<file path="src/rtl/downlink_pkg.sv">
// Shared state encoding and default timing constants for the envelope downlink decoder.
package downlink_pkg;

  typedef enum logic [2:0] {
    StDisabled,
    StIdle,
    StDelim,
    StDataHigh,
    StDataLow
  } dl_state_e;

  localparam int unsigned DefGlitchLen = 2;
  localparam int unsigned DefDelimMin  = 20;
  localparam int unsigned DefDelimMax  = 40;
  localparam int unsigned DefBitThresh = 30;
  localparam int unsigned DefTimeout   = 100;
  localparam int unsigned SegCntW      = 16;

  function automatic logic state_is_busy(dl_state_e s);
    return (s == StDelim) || (s == StDataHigh) || (s == StDataLow);
  endfunction

endpackage

</file>
<file path="src/rtl/env_glitch_filter.sv">
// Two-flop synchronizer followed by a persistence filter on the raw envelope comparator.
module env_glitch_filter
  import downlink_pkg::*;
#(
  parameter int unsigned GLITCH_LEN = DefGlitchLen
) (
  input  logic clock,
  input  logic reset,
  input  logic env_i,
  output logic env_f_o
);

  localparam int unsigned CntW = (GLITCH_LEN < 2) ? 1 : $clog2(GLITCH_LEN);

  logic            sync1_q, sync2_q;
  logic            env_f_q, env_f_d;
  logic [CntW-1:0] cnt_q, cnt_d;

  // cnt_q counts consecutive cycles the synchronized level has disagreed with env_f.
  always_comb begin
    env_f_d = env_f_q;
    cnt_d   = '0;
    if (sync2_q != env_f_q) begin
      if (cnt_q == CntW'(GLITCH_LEN - 1)) begin
        env_f_d = sync2_q;
      end else begin
        cnt_d = cnt_q + 1'b1;
      end
    end
  end

  always_ff @(posedge clock or negedge reset) begin
    if (!reset) begin
      sync1_q <= 1'b1;
      sync2_q <= 1'b1;
      env_f_q <= 1'b1;
      cnt_q   <= '0;
    end else begin
      sync1_q <= env_i;
      sync2_q <= sync1_q;
      env_f_q <= env_f_d;
      cnt_q   <= cnt_d;
    end
  end

  assign env_f_o = env_f_q;

endmodule

</file>
<file path="src/rtl/envelope_downlink_decoder.sv">
// Pulse-width downlink decoder: delimiter detection, bit slicing by high length, byte assembly.
module envelope_downlink_decoder
  import downlink_pkg::*;
#(
  parameter int unsigned GLITCH_LEN = DefGlitchLen,
  parameter int unsigned DELIM_MIN  = DefDelimMin,
  parameter int unsigned DELIM_MAX  = DefDelimMax,
  parameter int unsigned BIT_THRESH = DefBitThresh,
  parameter int unsigned TIMEOUT    = DefTimeout
) (
  input  logic       clock,
  input  logic       reset,
  input  logic       enable,
  input  logic       env_in,
  output logic       envelop_detector_enable,
  output logic [7:0] rx_byte,
  output logic       rx_byte_valid,
  output logic       frame_done,
  output logic       frame_error,
  output logic [2:0] partial_bits,
  output logic       busy
);

  localparam logic [SegCntW-1:0] DelimMinC  = SegCntW'(DELIM_MIN);
  localparam logic [SegCntW-1:0] DelimMaxC  = SegCntW'(DELIM_MAX);
  localparam logic [SegCntW-1:0] BitThreshC = SegCntW'(BIT_THRESH);
  localparam logic [SegCntW-1:0] TimeoutC   = SegCntW'(TIMEOUT);

  logic env_f, env_prev_q;
  logic rise, fall, edge_seen;

  env_glitch_filter #(
    .GLITCH_LEN(GLITCH_LEN)
  ) u_filter (
    .clock  (clock),
    .reset  (reset),
    .env_i  (env_in),
    .env_f_o(env_f)
  );

  assign rise      = env_f & ~env_prev_q;
  assign fall      = ~env_f & env_prev_q;
  assign edge_seen = rise | fall;

  // On an edge cycle seg_cnt_q still holds the length of the segment that just ended.
  logic [SegCntW-1:0] seg_cnt_q, seg_cnt_d;

  always_comb begin
    if (edge_seen) begin
      seg_cnt_d = SegCntW'(1);
    end else if (&seg_cnt_q) begin
      seg_cnt_d = seg_cnt_q;
    end else begin
      seg_cnt_d = seg_cnt_q + 1'b1;
    end
  end

  dl_state_e  state_q, state_d;
  logic [7:0] shift_q, shift_d;
  logic [2:0] bit_cnt_q, bit_cnt_d;
  logic       any_bit_q, any_bit_d;
  logic [7:0] rx_byte_q, rx_byte_d;
  logic       rx_valid_q, rx_valid_d;
  logic       done_q, done_d;
  logic       err_q, err_d;
  logic [2:0] partial_q, partial_d;
  logic       busy_q, en_q;
  logic       bit_val;
  logic       delim_ok, low_too_long;

  assign bit_val      = (seg_cnt_q >= BitThreshC);
  assign delim_ok     = (seg_cnt_q >= DelimMinC) && (seg_cnt_q <= DelimMaxC);
  assign low_too_long = (seg_cnt_q > DelimMaxC);

  always_comb begin
    state_d    = state_q;
    shift_d    = shift_q;
    bit_cnt_d  = bit_cnt_q;
    any_bit_d  = any_bit_q;
    rx_byte_d  = rx_byte_q;
    rx_valid_d = 1'b0;
    done_d     = 1'b0;
    err_d      = 1'b0;
    partial_d  = 3'd0;

    if (!enable) begin
      state_d = StDisabled;
    end else begin
      unique case (state_q)
        StDisabled: begin
          if (env_f) state_d = StIdle;
        end
        StIdle: begin
          if (fall) state_d = StDelim;
        end
        StDelim: begin
          // A high level without a qualifying rise (re-entry after an abort) is never a delimiter.
          if (rise) begin
            state_d = delim_ok ? StDataHigh : StIdle;
          end else if (env_f || low_too_long) begin
            state_d = StIdle;
          end
        end
        StDataHigh: begin
          if (fall) begin
            shift_d   = {shift_q[6:0], bit_val};
            bit_cnt_d = bit_cnt_q + 3'd1;
            any_bit_d = 1'b1;
            state_d   = StDataLow;
            if (bit_cnt_q == 3'd7) begin
              rx_byte_d  = {shift_q[6:0], bit_val};
              rx_valid_d = 1'b1;
            end
          end else if (seg_cnt_q >= TimeoutC) begin
            if (any_bit_q) begin
              done_d    = 1'b1;
              partial_d = bit_cnt_q;
            end
            state_d = StIdle;
          end
        end
        StDataLow: begin
          if (low_too_long) begin
            err_d     = 1'b1;
            partial_d = bit_cnt_q;
            state_d   = StDelim;
          end else if (rise) begin
            state_d = StDataHigh;
          end
        end
        default: state_d = StDisabled;
      endcase
    end

    // Any frame boundary discards the unfinished byte.
    if ((state_d == StDisabled) || (state_d == StIdle) || (state_d == StDelim)) begin
      shift_d   = 8'd0;
      bit_cnt_d = 3'd0;
      any_bit_d = 1'b0;
    end
  end

  always_ff @(posedge clock or negedge reset) begin
    if (!reset) begin
      env_prev_q <= 1'b1;
      seg_cnt_q  <= '0;
      state_q    <= StDisabled;
      shift_q    <= 8'd0;
      bit_cnt_q  <= 3'd0;
      any_bit_q  <= 1'b0;
      rx_byte_q  <= 8'd0;
      rx_valid_q <= 1'b0;
      done_q     <= 1'b0;
      err_q      <= 1'b0;
      partial_q  <= 3'd0;
      busy_q     <= 1'b0;
      en_q       <= 1'b0;
    end else begin
      env_prev_q <= env_f;
      seg_cnt_q  <= seg_cnt_d;
      state_q    <= state_d;
      shift_q    <= shift_d;
      bit_cnt_q  <= bit_cnt_d;
      any_bit_q  <= any_bit_d;
      rx_byte_q  <= rx_byte_d;
      rx_valid_q <= rx_valid_d;
      done_q     <= done_d;
      err_q      <= err_d;
      partial_q  <= partial_d;
      busy_q     <= state_is_busy(state_d);
      en_q       <= enable;
    end
  end

  assign envelop_detector_enable = en_q;
  assign rx_byte                 = rx_byte_q;
  assign rx_byte_valid           = rx_valid_q;
  assign frame_done              = done_q;
  assign frame_error             = err_q;
  assign partial_bits            = partial_q;
  assign busy                    = busy_q;

endmodule

</file>
<file path="config.mk">
export PLATFORM = sky130hd
export DESIGN_NAME = envelope_downlink_decoder
export DESIGN_NICKNAME = d
export VERILOG_FILES = /design/src/rtl/downlink_pkg.sv /design/src/rtl/env_glitch_filter.sv /design/src/rtl/envelope_downlink_decoder.sv
export SDC_FILE = /design/constraint.sdc
export NUM_CORES = 1
export LEC_CHECK = 0
export CAP_MARGIN = 20
export CORE_MARGIN = 2
export CORE_UTILIZATION = 54
export DETAILED_ROUTE_END_ITERATION = 10
export PLACE_DENSITY = 0.82
export SYNTH_ARGS = -nofsm -noshare
export SYNTH_HDL_FRONTEND = slang
export SYNTH_HIERARCHICAL = 1
export SYNTH_SLANG_ARGS = --single-unit
</file>
<file path="constraint.sdc">
create_clock -name clock -period 4.22 [get_ports clock]
set_input_delay 0.633 -clock clock [delete_from_list [all_inputs] [get_ports clock]]
set_output_delay 0.633 -clock clock [all_outputs]
set_load 0.03 [all_outputs]
</file>
# Word level (Yosys, flattened, before mapping)
# Index checks and enable logic that the tools add are counted.
# totals
output_inout_bits	16
register_bits	51
# op_classes
eq_ne	11
reduce_logical	15
n_addsub	3
n_bitwise	5
mux	45
n_lt_le_gt_ge	5
# op_table
op	count
3-bit 2-to-1 mux	18
16-bit by 5-bit greater-or-equal comparator with 1-bit output, second input constant	2
16-bit 2-to-1 mux	2
7-bit 2-to-1 mux	4
1-bit 2-to-1 mux	18
16-bit by 1-bit adder with 16-bit output, second input constant	1
16-bit by 7-bit greater-or-equal comparator with 1-bit output, second input constant	1
16-bit by 6-bit greater-than comparator with 1-bit output, second input constant	1
16-bit by 6-bit <= comparator with 1-bit output, second input constant	1
16-bit AND reduction	1
3-bit one-hot mux with 5 select lines	1
3-bit by 2-bit equality test with 1-bit output, second input constant	4
3-bit equality test, second input constant	3
3-bit by 1-bit equality test with 1-bit output, second input constant	2
3-bit logical NOT	2
3-bit one-hot mux with 2 select lines	1
2-bit nonzero test	3
1-bit logical OR	5
4-bit AND reduction	1
3-bit by 1-bit adder with 3-bit output, second input constant	1
3-bit AND reduction	1
1-bit bitwise AND	2
2-bit 2-to-1 mux	1
2-bit != test, second input constant	1
6 further kinds	7

# Logic depth before layout (Yosys ltp)
# Gate-level depths: netlist of run 1.
# logic_depth
depth_word	11
mapped_depth	9
depth_no_buf	7

# Modules after synthesis
# Netlist of run 1, hierarchy kept.
# modules_own_cells
mod	cells_per_inst	n_inst	area_per_inst_um2	seq_area_each_um2
envelope_downlink_decoder	243	1	2407.3	1177.4
env_glitch_filter	7	1	131.4	103.8

# Least setup slack after synthesis of run 1
# No wires, ideal clock.
# synth_path
path_kind	reg2reg
from	register seg_cnt_q[12]
to	register any_bit_q
stages_incl_launch_ff	7
setup_slack_ps	1948
t_arrival_ps	2199
path_cell_list	dfrtp_1 -> or4_4 -> or4_4 -> nor4_4 -> o22ai_1 -> buf_6 -> a21oi_2
# synth_via
elab_chain_len	11
# synth_rtl
element	line_no	source
from (decl)	envelope_downlink_decoder.sv:46	logic [SegCntW-1:0] seg_cnt_q, seg_cnt_d;
from (signal assigned)	envelope_downlink_decoder.sv:160	seg_cnt_q <= seg_cnt_d;
16-bit by 6-bit greater-than comparator with 1-bit output, or another cell as far along	envelope_downlink_decoder.sv:73	assign low_too_long = (seg_cnt_q > DelimMaxC);
1-bit logical OR / 1-bit logical AND (equally long branches)	envelope_downlink_decoder.sv:100, envelope_downlink_decoder.sv:72	
3-bit 2-to-1 mux / 2-bit 2-to-1 mux (equally long branches)	envelope_downlink_decoder.sv:100, envelope_downlink_decoder.sv:99	
3-bit 2-to-1 mux	envelope_downlink_decoder.sv:98	if (rise) begin
3-bit one-hot mux with 5 select lines *	envelope_downlink_decoder.sv:89	unique case (state_q)
3-bit 2-to-1 mux *	envelope_downlink_decoder.sv:86	if (!enable) begin
3-bit by 1-bit equality test with 1-bit output / 3-bit logical NOT (equally long branches)	envelope_downlink_decoder.sv:136	if ((state_d == StDisabled) || (state_d == StIdle) || (state_d == StDelim)) begin
1-bit logical OR	envelope_downlink_decoder.sv:136	
1-bit logical OR *	envelope_downlink_decoder.sv:136	
2-bit nonzero test (no source line)	-	
3-bit AND reduction (no source line)	-	
to (signal assigned)	envelope_downlink_decoder.sv:164	any_bit_q <= any_bit_d;
to (decl)	envelope_downlink_decoder.sv:61	logic any_bit_q, any_bit_d;
# Every way passes the cells marked *; elsewhere a longest branch is shown, timed or not.
# A chain may end at the register's enable or synchronous reset.

# Worst setup path after layout of run 1
# layout_path
from	register env_prev_q
to	register any_bit_q
# layout_via
elab_chain_len	11
# layout_rtl
element	line_no	source
from (decl)	envelope_downlink_decoder.sv:29	logic env_f, env_prev_q;
from (signal assigned)	envelope_downlink_decoder.sv:159	env_prev_q <= env_f;
1-bit inverter	envelope_downlink_decoder.sv:41	assign rise = env_f & ~env_prev_q;
1-bit bitwise AND	envelope_downlink_decoder.sv:41	
3-bit 2-to-1 mux	envelope_downlink_decoder.sv:127	end else if (rise) begin
3-bit 2-to-1 mux	envelope_downlink_decoder.sv:123	if (low_too_long) begin
3-bit one-hot mux with 5 select lines	envelope_downlink_decoder.sv:89	
3-bit 2-to-1 mux	envelope_downlink_decoder.sv:86	
3-bit by 1-bit equality test with 1-bit output / 3-bit logical NOT (equally long branches)	envelope_downlink_decoder.sv:136	
1-bit logical OR (2 in a row)	envelope_downlink_decoder.sv:136	
2-bit nonzero test (no source line)	-	
3-bit AND reduction (no source line)	-	
# Several ways; a longest one is shown, not always the timed one.

==> metrics.md, run 1 <==
| Metric | Value |
|---|---|
| Outcome | finished clean |
| Die area | 0.00527 mm^2 |
| Global-route wire length before repair | 8170 um |
| Tightest Hold Check Type | in2async |
| Clk buf depth | 2 |
| Max_cap viols | 0 |
| Hold_buf cts | 0 |
| Clock transition at the registers of the reported paths | 90 ps |
| Worst setup EP type | flip-flop |
| Post-synth top area share | 46.3% |
| Worst Max-Slew Pin Slew | 669 ps |
| Crit path DAT | 2880 ps |
| Total track usage | 20.0% |
| Core area | 0.00444 mm^2 |
| Port Buf Inserts | 19 |
| Drt drc | 0 |
| Unique masters post-synth | 49 |
| Main synth FF type | dfrtp_1 |
| Vias in the first global route | 1822 |
| CTS buffer count | 5 |
| Final hold vios | 0 |
| Req. time, crit path | 4410 ps |
| Post-synth EDFFs | 0 |
| WL/cell | 14.8 um |
| Sequential-to-total area share from yosys stat | 50.5% |
| Cells on worst reg2reg path | 8 |
| Detail Route Antenna Nets | 0 |
| Min Tclk post-route | 2690 ps |
| Antenna diode count | 0 |
| Startpoint Class | flip-flop |
| Initial antenna violation count | 0 |
| Fin nets | 280 |
| R2R Setup Slk | 1530 ps |
| Max Slew Vio Count | 0 |
| RR Endpoint | any_bit_q |
| Clk_lat worst skew | 310 ps |
| Multi-input logic area | 0.00114 mm^2 |
| Sink Count | 51 |
| Grt ovf | 0 |
| Largest net degree at the start of global routing | 52 |
| Initial Util | 57.1% |
| Share of post-route cells with drive strength above 1 | 13.0% |
| Final setup fails | 0 |
| Syn Inst Count | 250 |
| Leak | 1.27 nW |
| Clock skew | 3.50 ps |
| DR iter-0 viols | 160 |
| Routed WL | 4770 um |
| Router iterations before antenna repair | 4 |
| Max FO, Critical Path | 7 |
| Num rows | 24 |
| Max VDD drop | 368 uV |
| Gates resized, CTS repair | 0 |
| RSZ-0062 raised after global routing | no |
| Post-synth ARST share | 100% |
| Synth top area cells | dfrtp_1, dfstp_2, ha_1 |
| # Post-CTS Setup Buffers | 0 |
| CTS H-tree depth | 2 |
| Largest area contributor in the netlist | dfrtp_1 |
| Cell Area, Synth | 0.00254 mm^2 |
| IO Pins | 20 |
| Synthesis Warnings | 6 |
| Relative slew slack | 55.4% |
| Critical path class | reg2reg |
| FILL cells | 353 |
| Vias/cell | 5.91 |
| Area growth syn-to-layout | 14.8% |
| RePlAce Congestion | 0.871 |
| Syn nets | 261 |
| Crit path from | env_prev_q |
| Critical path capture point | any_bit_q |
| Die Span Y | 72.6 um |
| Max Freq | 372 MHz |
| Power per cell area | 444 mW/mm^2 |
| Syn_area_per_cell | 10.2 um^2 |
| Die X | 72.6 um |
| Core Util, Final | 65.6% |
| Setup total negative slack | 0 ps |
| Hold WS | 182 ps |
| Register area | 0.00128 mm^2 |
| RR Startpoint | env_prev_q |
| Yosys reg bits | 51 |
| Fin crit share | 63.7% |
| Total number of vias | 1904 |
| Detailed Place HPWL | 3350 um |
| CTS tree | done |
| CTS Root Buffer Type | clkbuf_8 |
## sequential cells by signal (all words and copies together), names as in the netlist, 3 cells and up
name	cells
seg_cnt_q	16
rx_byte	8
shift_q	7
bit_cnt_q	3
partial_bits	3
state_q	3
## synthesized netlist by cell type (2+ instances only)
cell / count
ha_1: 7
clkbuf_1: 8
o211ai_1: 4
and2_1: 3
dfstp_2: 4
nand4_1: 5
nand2_1: 19
dfrtp_1: 47
or4_4: 2
xnor2_1: 5
nor4bb_1: 3
or2_2: 2
nor2_1: 18
o21ai_0: 13
nor3b_1: 2
o31ai_1: 2
o2111ai_1: 3
a211oi_1: 5
nor3_1: 9
nor4_1: 3
and4_1: 2
nand3b_1: 2
o21ai_2: 8
or4_1: 2
and3_1: 4
a31oi_1: 3
nand2b_1: 3
a22oi_1: 8
nand3_1: 4
a21oi_1: 7
inv_1: 19
o21a_1: 3
xor2_1: 5
## cell families (layout without fill, tap and decap cells)
| family | Yosys count | in the layout | share of synthesized area (%) |
|---|---|---|---|
| simple gates | 87 | 87 | 19.4 |
| compound gates | 64 | 64 | 17.7 |
| flops | 51 | 51 | 50.5 |
| buf+inv | 29 | 49 | 4.58 |
| xor+xnor | 10 | 10 | 3.45 |
| fa+ha+maj | 7 | 7 | 3.45 |
| mux | 2 | 2 | 0.986 |
## critical path, stage by stage (launching register included)
cell and delay (ps):
dfstp_2 540, inv_1 40, ha_1 250, a21o_1 210
a211oi_1 520, nor4_1 110, o22ai_1 550, buf_4 290
a21oi_2 60
## layout make-up
cell class                      instances  share of cell area (%)
Sequential cell                        51                    43.9
Tap cell                               52                    2.23
Multi-Input combinational cell        170                    39.1
Timing Repair Buffer                   22                    7.55
Inverter                               19                    2.45
Clock buffer                            5                    2.36
Clock inverter                          3                    2.32
## placed cells by master (no fill, tap or decap), types with 3 or more instances in the layout
| master | n |
|---|---|
| xor2_1 | 5 |
| a211oi_1 | 5 |
| and3_1 | 4 |
| a21oi_1 | 7 |
| nor4_1 | 3 |
| nand2_1 | 19 |
| nand2b_1 | 3 |
| o21ai_2 | 8 |
| dfstp_2 | 4 |
| nand4_1 | 5 |
| a31oi_1 | 3 |
| nor4bb_1 | 3 |
| xnor2_1 | 5 |
| and2_1 | 3 |
| clkbuf_8 | 5 |
| clkdlybuf4s50_1 | 18 |
| dfrtp_1 | 47 |
| o21ai_0 | 13 |
| a22oi_1 | 8 |
| nor2_1 | 18 |
| ha_1 | 7 |
| nand3_1 | 4 |
| o211ai_1 | 4 |
| o2111ai_1 | 3 |
| nor3_1 | 9 |
| inv_1 | 19 |
| o21a_1 | 3 |
## worst min path at each step
stage                                start          endpoint  slack [ps]  cells after the start
after floorplan                      reset         any_bit_q         340                      0
after global placement    u_filter/sync1_q  u_filter/sync2_q         350                      0
after detailed placement  u_filter/sync1_q  u_filter/sync2_q         350                      0
after CTS                 u_filter/sync1_q  u_filter/sync2_q         360                      0
after global routing                 reset              busy         190                      1
final                                reset              busy         180                      1
## power by group
part / total [mW] / internal [mW] / switching, mW
combinational: 0.302 / 0.112 / 0.190
clock: 0.399 / 0.236 / 0.163
sequential: 0.593 / 0.538 / 0.0551
total: 1.29 / 0.886 / 0.408
## layer usage
| metal | track usage, % | up-vias | share of wire (%) |
|---|---|---|---|
| li1 | - | 936 | - |
| met3 | 4.44 | 13 | 4.1 |
| met1 | 26.2 | 904 | 46 |
| met4 | 8.44 | 0 | 2.0 |
| met5 | 0 | - | 0 |
| met2 | 32.1 | 51 | 48 |
## per-stage QoR
stage	instances	cell area [um^2]	total power, mW	setup slack (ps)
after floorplan	250	2540	0.816	1950
after global placement	312	2750	0.885	1230
after detailed placement	313	2760	0.900	1580
after CTS	321	2900	1.30	1560
after global routing	322	2920	1.37	1430
final	322	2920	1.29	1530
Power figures use the tool's default switching activity.
==> inputs of run 2 (changes only) <==
- CORE_UTILIZATION: 54 -> 52
- clock period: 4.22 -> 2.3 ns (I/O delays scaled with it)
==> run 2 against run 1 <==
Compared with the run above:
- non-clock buffer count grew 23
- hold slack lost 47 ps
- clock power grew 54%
- clock skew grew 4.8 ps
- critical path type unchanged
- critical endpoint is now shift_q[1]
- largest cell class unchanged
- worst setup slack lost 1500 ps
- largest power group unchanged
==> metrics.md, run 2 (synthesized netlist as in run 1, its figures left out) <==
| Metric | Value |
|---|---|
| Max Freq | 435 MHz (+17%) |
| Met1 Track Usage GR | 24.7% (-1.5 points) |
| Worst Max-Slew Pin Slew | 615 ps (-54.0 ps) |
| Most frequent cells in the layout | dfrtp_1, buf_4, inv_1, nand2_1 |
| Busiest grt layer | met2 |
| Vias in the first global route | 1914 (+5.0%) |
| Tightest Hold Check Type | in2async |
| Worst setup EP type | flip-flop |
| Vias/cell | 5.59 (-5.5%) |
| CTS buffer count | 5 (unchanged) |
| Max reg flops | 16 (unchanged) |
| Drt drc | 0 (unchanged) |
| Critical path class | reg2reg |
| Total number of vias | 2011 (+5.6%) |
| Fin cells | 360 (+12%) |
| Sink Count | 51 (unchanged) |
| Routed WL | 5060 um (+6.1%) |
| Fin crit share | 99.9% (+36 points) |
| Max FO, Critical Path | 6 (-1) |
| Startpoint Class | flip-flop |
| WL/cell | 14.1 um (-5.1%) |
| FILL cells | 350 (-0.85%) |
| IO Pins | 20 (unchanged) |
| DP Cell Count | 347 (+11%) |
| Clk_lat worst skew | 300 ps (about the same) |
| Die area | 0.00546 mm^2 (+3.6%) |
| Core area | 0.00472 mm^2 (+6.3%) |
| Hold WS | 136 ps (-46.5 ps) |
| Num rows | 25 (+4.2%) |
| Die Span Y | 73.9 um (+1.8%) |
| Outcome | finished clean |
| Min Tclk post-route | 2300 ps (-391 ps) |
| CTS H-tree depth | 2 (unchanged) |
| CTS tree | done |
| Final hold vios | 0 (unchanged) |
| Area growth syn-to-layout | 23.0% |
| Pre-CTS setup slack | -36.4 ps (-1620 ps) |
| Max_cap viols | 0 (unchanged) |
| Global-route wire length before repair | 8580 um (+5.1%) |
| Detailed Place HPWL | 3610 um (+7.8%) |
| Setup WS post-layout | 2.66 ps (-1530 ps) |
| Total track usage | 20.4% (+0.40 points) |
| Fin nets | 303 (+8.2%) |
| Clk buf depth | 2 (unchanged) |
| RePlAce Congestion | 0.884 (+1.4%) |
| RSZ-0062 raised after global routing | yes |
| Clock transition at the registers of the reported paths | 90 ps (about the same) |
| Share of post-route cells with drive strength above 1 | 22.5% (+9.6 points) |
| Initial antenna violation count | 0 (unchanged) |
| Grt ovf | 0 (unchanged) |
| Clock skew | 8.30 ps (+4.79 ps) |
| Port Buf Inserts | 19 (unchanged) |
| Final setup fails | 0 (unchanged) |
| Max Slew Vio Count | 0 (unchanged) |
| CTS Root Buffer Type | clkbuf_8 |
| Relative slew slack | 58.5% (+3.1 points) |
| Detail Route Antenna Nets | 0 (unchanged) |
| Leak | 1.39 nW (+9.5%) |
| Met2 Usage GRT | 35.1% (+3.0 points) |
| Crit path DAT | 2530 ps (-350 ps) |
| Power per cell area | 776 mW/mm^2 (+75%) |
| Met3 GRT Util | 3.84% (-0.60 points) |
| Largest net degree at the start of global routing | 52 (unchanged) |
| Most flops, register | seg_cnt_q |
| Max VDD drop | 922 uV (+150%) |
| Router iterations before antenna repair | 4 (unchanged) |
| Initial Util | 53.7% (-3.4 points) |
| Most common cell after layout, fill and taps aside | dfrtp_1 |
| Antenna diode count | 0 (unchanged) |
| DR iter-0 viols | 135 (-16%) |
| Req. time, crit path | 2540 ps (-1870 ps) |
| Die X | 73.9 um (+1.8%) |
==> run 2: layout make-up <==
cell class                      count  area, um^2  share of cell area, %
Clock buffer                        5        68.8                   2.20
Clock inverter                      3        43.8                   1.40
Inverter                           19        71.3                   2.28
Multi-Input combinational cell    170        1190                   38.2
Sequential cell                    51        1280                   41.0
Tap cell                           67        83.8                   2.69
Timing Repair Buffer               45         380                   12.2
==> run 2: critical path, cell delays in order (launching register included) <==
cell and delay [ps]:
dfrtp_1 390, or4_4 540, or4_4 560, nor4_4 270
o22ai_2 150, buf_4 200, o21ai_2 110
==> run 2: metrics by stage <==
step	instance area [um^2]	TNS [ps]	total power [mW]	util, %
after floorplan	2540	0	1.50	-
after global placement	2920	0	1.72	61.8
after detailed placement	2920	-225	1.75	61.8
after CTS	3050	0	2.38	64.6
after global routing	3120	-258	2.58	66.1
final	3120	0	2.42	66.1
==> run 2: repair_timing <==
| item | 4_1_cts | 5_1_grt |
|---|---|---|
| hold buffers | 0 | 0 |
| gates resized for setup | 2 | 7 |
| pin swaps | 1 | 4 |
| setup endpoints to repair | 9 | 16 |
| setup buffers | 1 | 4 |
==> run 2: layer usage <==
layer  up-vias  wire length (um)
li1        978                 -
met5         -                 0
met4         0               139
met3        13               160
met2        50              2560
met1       970              2200
==> run 2: worst paths after layout <==
check	startpoint	endpoint	slack, ps	cells past startpoint
min in group clock	u_filter/sync1_q	u_filter/sync2_q	370	0
worst min-delay path	reset	partial_bits[0]	140	2
max in group asynchronous	reset	seg_cnt_q[6]	1760	2
worst max-delay path	seg_cnt_q[11]	shift_q[1]	3	6
worst min register to register	u_filter/sync1_q	u_filter/sync2_q	370	0
worst max register to register	seg_cnt_q[11]	shift_q[1]	3	6
==> run 2: report_power, final <==
group / internal [mW] / total, mW / leakage (nW) / switching (mW)
clock network: 0.324 / 0.614 / 0.0581 / 0.290
logic: 0.332 / 0.734 / 0.642 / 0.402
registers: 0.987 / 1.08 / 0.689 / 0.0881
total: 1.64 / 2.42 / 1.39 / 0.780
==> inputs of run 3 (changes only) <==
- CORE_UTILIZATION: 52 -> 54
- clock period: 2.3 -> 2.45 ns (I/O delays scaled with it)
==> run 3 against run 2 <==
Compared with the run above:
- the flow now finishes with violations (hold timing)
- clock power decreased by 3%
- wire length decreased by 3.1%
- sequential power decreased by 5%
- highest routed layer unchanged
- clock skew increased by 0.65 ps
==> metrics.md, run 3 (synthesized netlist as in run 1, its figures left out) <==
| Metric | Value |
|---|---|
| Outcome | finished, violations left |
| Failing checks | hold timing |
| RR Startpoint | seg_cnt_q[11] |
| Startpoint Class | flip-flop |
| Initial Util | 57.1% (+3.4 points) |
| Max VDD drop | 632 uV (-32%) |
| Clk buf depth | 2 (unchanged) |
| # Post-CTS Setup Buffers | 0 (-1) |
| Area growth syn-to-layout | 16.2% |
| Die X | 72.6 um (-1.8%) |
| Clock transition at the registers of the reported paths | 90 ps (about the same) |
| Antenna diode count | 0 (unchanged) |
| Sink Count | 51 (unchanged) |
| IO Pins | 20 (unchanged) |
| Max Freq | 427 MHz (-2.0%) |
| Met3 wire length | 175 um (+9.4%) |
| Clock Power Share | 27.2% (+1.9 points) |
| Max reg flops | 16 (unchanged) |
| Share of post-route cells with drive strength above 1 | 15.8% (-6.7 points) |
| RSZ-0062 raised after global routing | no |
| Sum of routed wire segments on met1 | 2270 um (+3.1%) |
| Most frequent cells in the layout | dfrtp_1, inv_1, nand2_1 |
| Hold_buf cts | 0 (unchanged) |
| Most common cell after layout, fill and taps aside | dfrtp_1 |
| Sw Pwr | 695 uW (-11%) |
| Clk_lat worst skew | 300 ps (about the same) |
| Global-route wire length before repair | 8470 um (-1.4%) |
| Vias/cell | 5.88 (+5.3%) |
| Setup total negative slack | 0 ps (unchanged) |
| Clock skew | 8.95 ps (+0.650 ps) |
| Max FO, Critical Path | 6 (unchanged) |
| Num rows | 24 (-4.0%) |
| Fin crit share | 95.7% (-4.2 points) |
| DR iter-0 viols | 124 (-8.1%) |
| CTS buffer count | 5 (unchanged) |
| Sw frac | 31.9% (-0.35 points) |
| Top Metal Used | met4 |
| Leak | 1.30 nW (-6.4%) |
| Drt drc | 0 (unchanged) |
| Die Span Y | 72.6 um (-1.8%) |
| Comb power frac | 25.8% (-4.5 points) |
| Min Tclk post-route | 2340 ps (+47.2 ps) |
| Req. time, crit path | 2690 ps (+150 ps) |
| Cells on worst reg2reg path | 6 (unchanged) |
| Max_cap viols | 0 (unchanged) |
| Fin nets | 288 (-5.0%) |
| Grt ovf | 0 (unchanged) |
| Core area | 0.00444 mm^2 (-5.9%) |
| Power per cell area | 740 mW/mm^2 (-4.7%) |
| Flop pwr share | 47.0% (+2.6 points) |
| Worst setup EP type | flip-flop |
| WL met2 | 2410 um (-6.1%) |
| Most flops, register | seg_cnt_q |
| Router iterations before antenna repair | 4 (unchanged) |
| Pint | 1.49 mW (-9.4%) |
| Port Buf Inserts | 19 (unchanged) |
| Tightest Hold Check Type | in2async |
| Largest net degree at the start of global routing | 20 (-62%) |
| CTS tree | done |
| Cell Chain, Critical Path | or4_1 > or4_4 > nor4_4 > o22ai_1 > buf_4 > o21ai_2 |
| Detailed Place HPWL | 3430 um (-5.0%) |
| Critical path class | reg2reg |
| Total track usage | 20.6% (+0.16 points) |
| Routed WL | 4900 um (-3.1%) |
| RePlAce Congestion | 0.820 (-7.2%) |
| Worst path slowest cell | or4_1 |
| Hold WS | -4.81 ps (-140 ps) |
| Relative slew slack | 59.3% (+0.81 points) |
| Die area | 0.00527 mm^2 (-3.5%) |
| Crit path DAT | 2580 ps (+50 ps) |
| Detail Route Antenna Nets | 0 (unchanged) |
| Crit path from | seg_cnt_q[11] |
| Core Util, Final | 66.4% (+0.29 points) |
| Max Slew Vio Count | 0 (unchanged) |
| CP top delay family | simple AND/OR/NAND/NOR gates |
| CTS Root Buffer Type | clkbuf_8 |
| Final setup fails | 0 (unchanged) |
| Final hold vios | 5 (+5) |
| Initial antenna violation count | 0 (unchanged) |
| WL/cell | 14.9 um (+5.7%) |
| Total number of vias | 1941 (-3.5%) |
| Vias in the first global route | 1911 (-0.16%) |
| Worst Max-Slew Pin Slew | 603 ps (-12.1 ps) |
| Crit path largest cell delay | 590 ps (+30 ps) |
| CP Depth | 6 (unchanged) |
| Crit path buffers/inverters | 1 (unchanged) |
| CTS H-tree depth | 2 (unchanged) |
[run 3: changes by cell type in the layout (fill, tap and decap cells not counted), sizes merged]
cell    previous run  this run
clkbuf             5         6
buf               27        12
clkinv             2         1
[run 3: worst paths after layout]
| kind | slack [ps] | to |
|---|---|---|
| min in group clock | 360 | u_filter/sync2_q |
| min reg2reg | 360 | u_filter/sync2_q |
| max in group asynchronous | 1790 | env_prev_q |
| min | -5 | shift_q[0] |
| max | 110 | shift_q[3] |
| max reg2reg | 110 | shift_q[3] |
[run 3: routing by layer]
metal  vias up  global-route usage (%)
met5         -                       0
met3         5                    3.89
met2        46                    35.4
met1       938                    26.4
li1        952                       -
met4         0                    6.17
[run 3: repair_timing]
item	4_1_cts	5_1_grt
gates resized for setup	0	1
endpoints found under the hold margin	0	0
endpoints found under the setup margin	0	10
[run 3: final cells by class]
class	count	area, um^2
inverters	19	71.3
well taps	52	65.1
flip-flops and latches	51	1280
fillers	356	1490
repair buffers	30	268
clock inverters	2	35.0
clock buffers	6	82.6
multi-input cells	170	1150
[run 3: power groups by stage]
stage	sequential, mW	clock, mW	combinational [mW]
floorplan	1.01	0	0.391
global placement	1.03	0	0.543
detailed placement	1.04	0	0.556
CTS	1.02	0.606	0.561
global route	1.04	0.636	0.635
finish	1.03	0.594	0.563
[run 3: stage by stage]
stage	hold slack, ps	total power [mW]	setup slack, ps	instance area [um^2]	instances
floorplan	71.9	1.41	178	2540	250
global route	16.4	2.31	12.1	2950	330
global placement	325	1.58	174	2830	322
finish	-4.81	2.18	105	2950	330
CTS	1.04	2.19	89.3	2940	330
detailed placement	325	1.60	110	2830	322
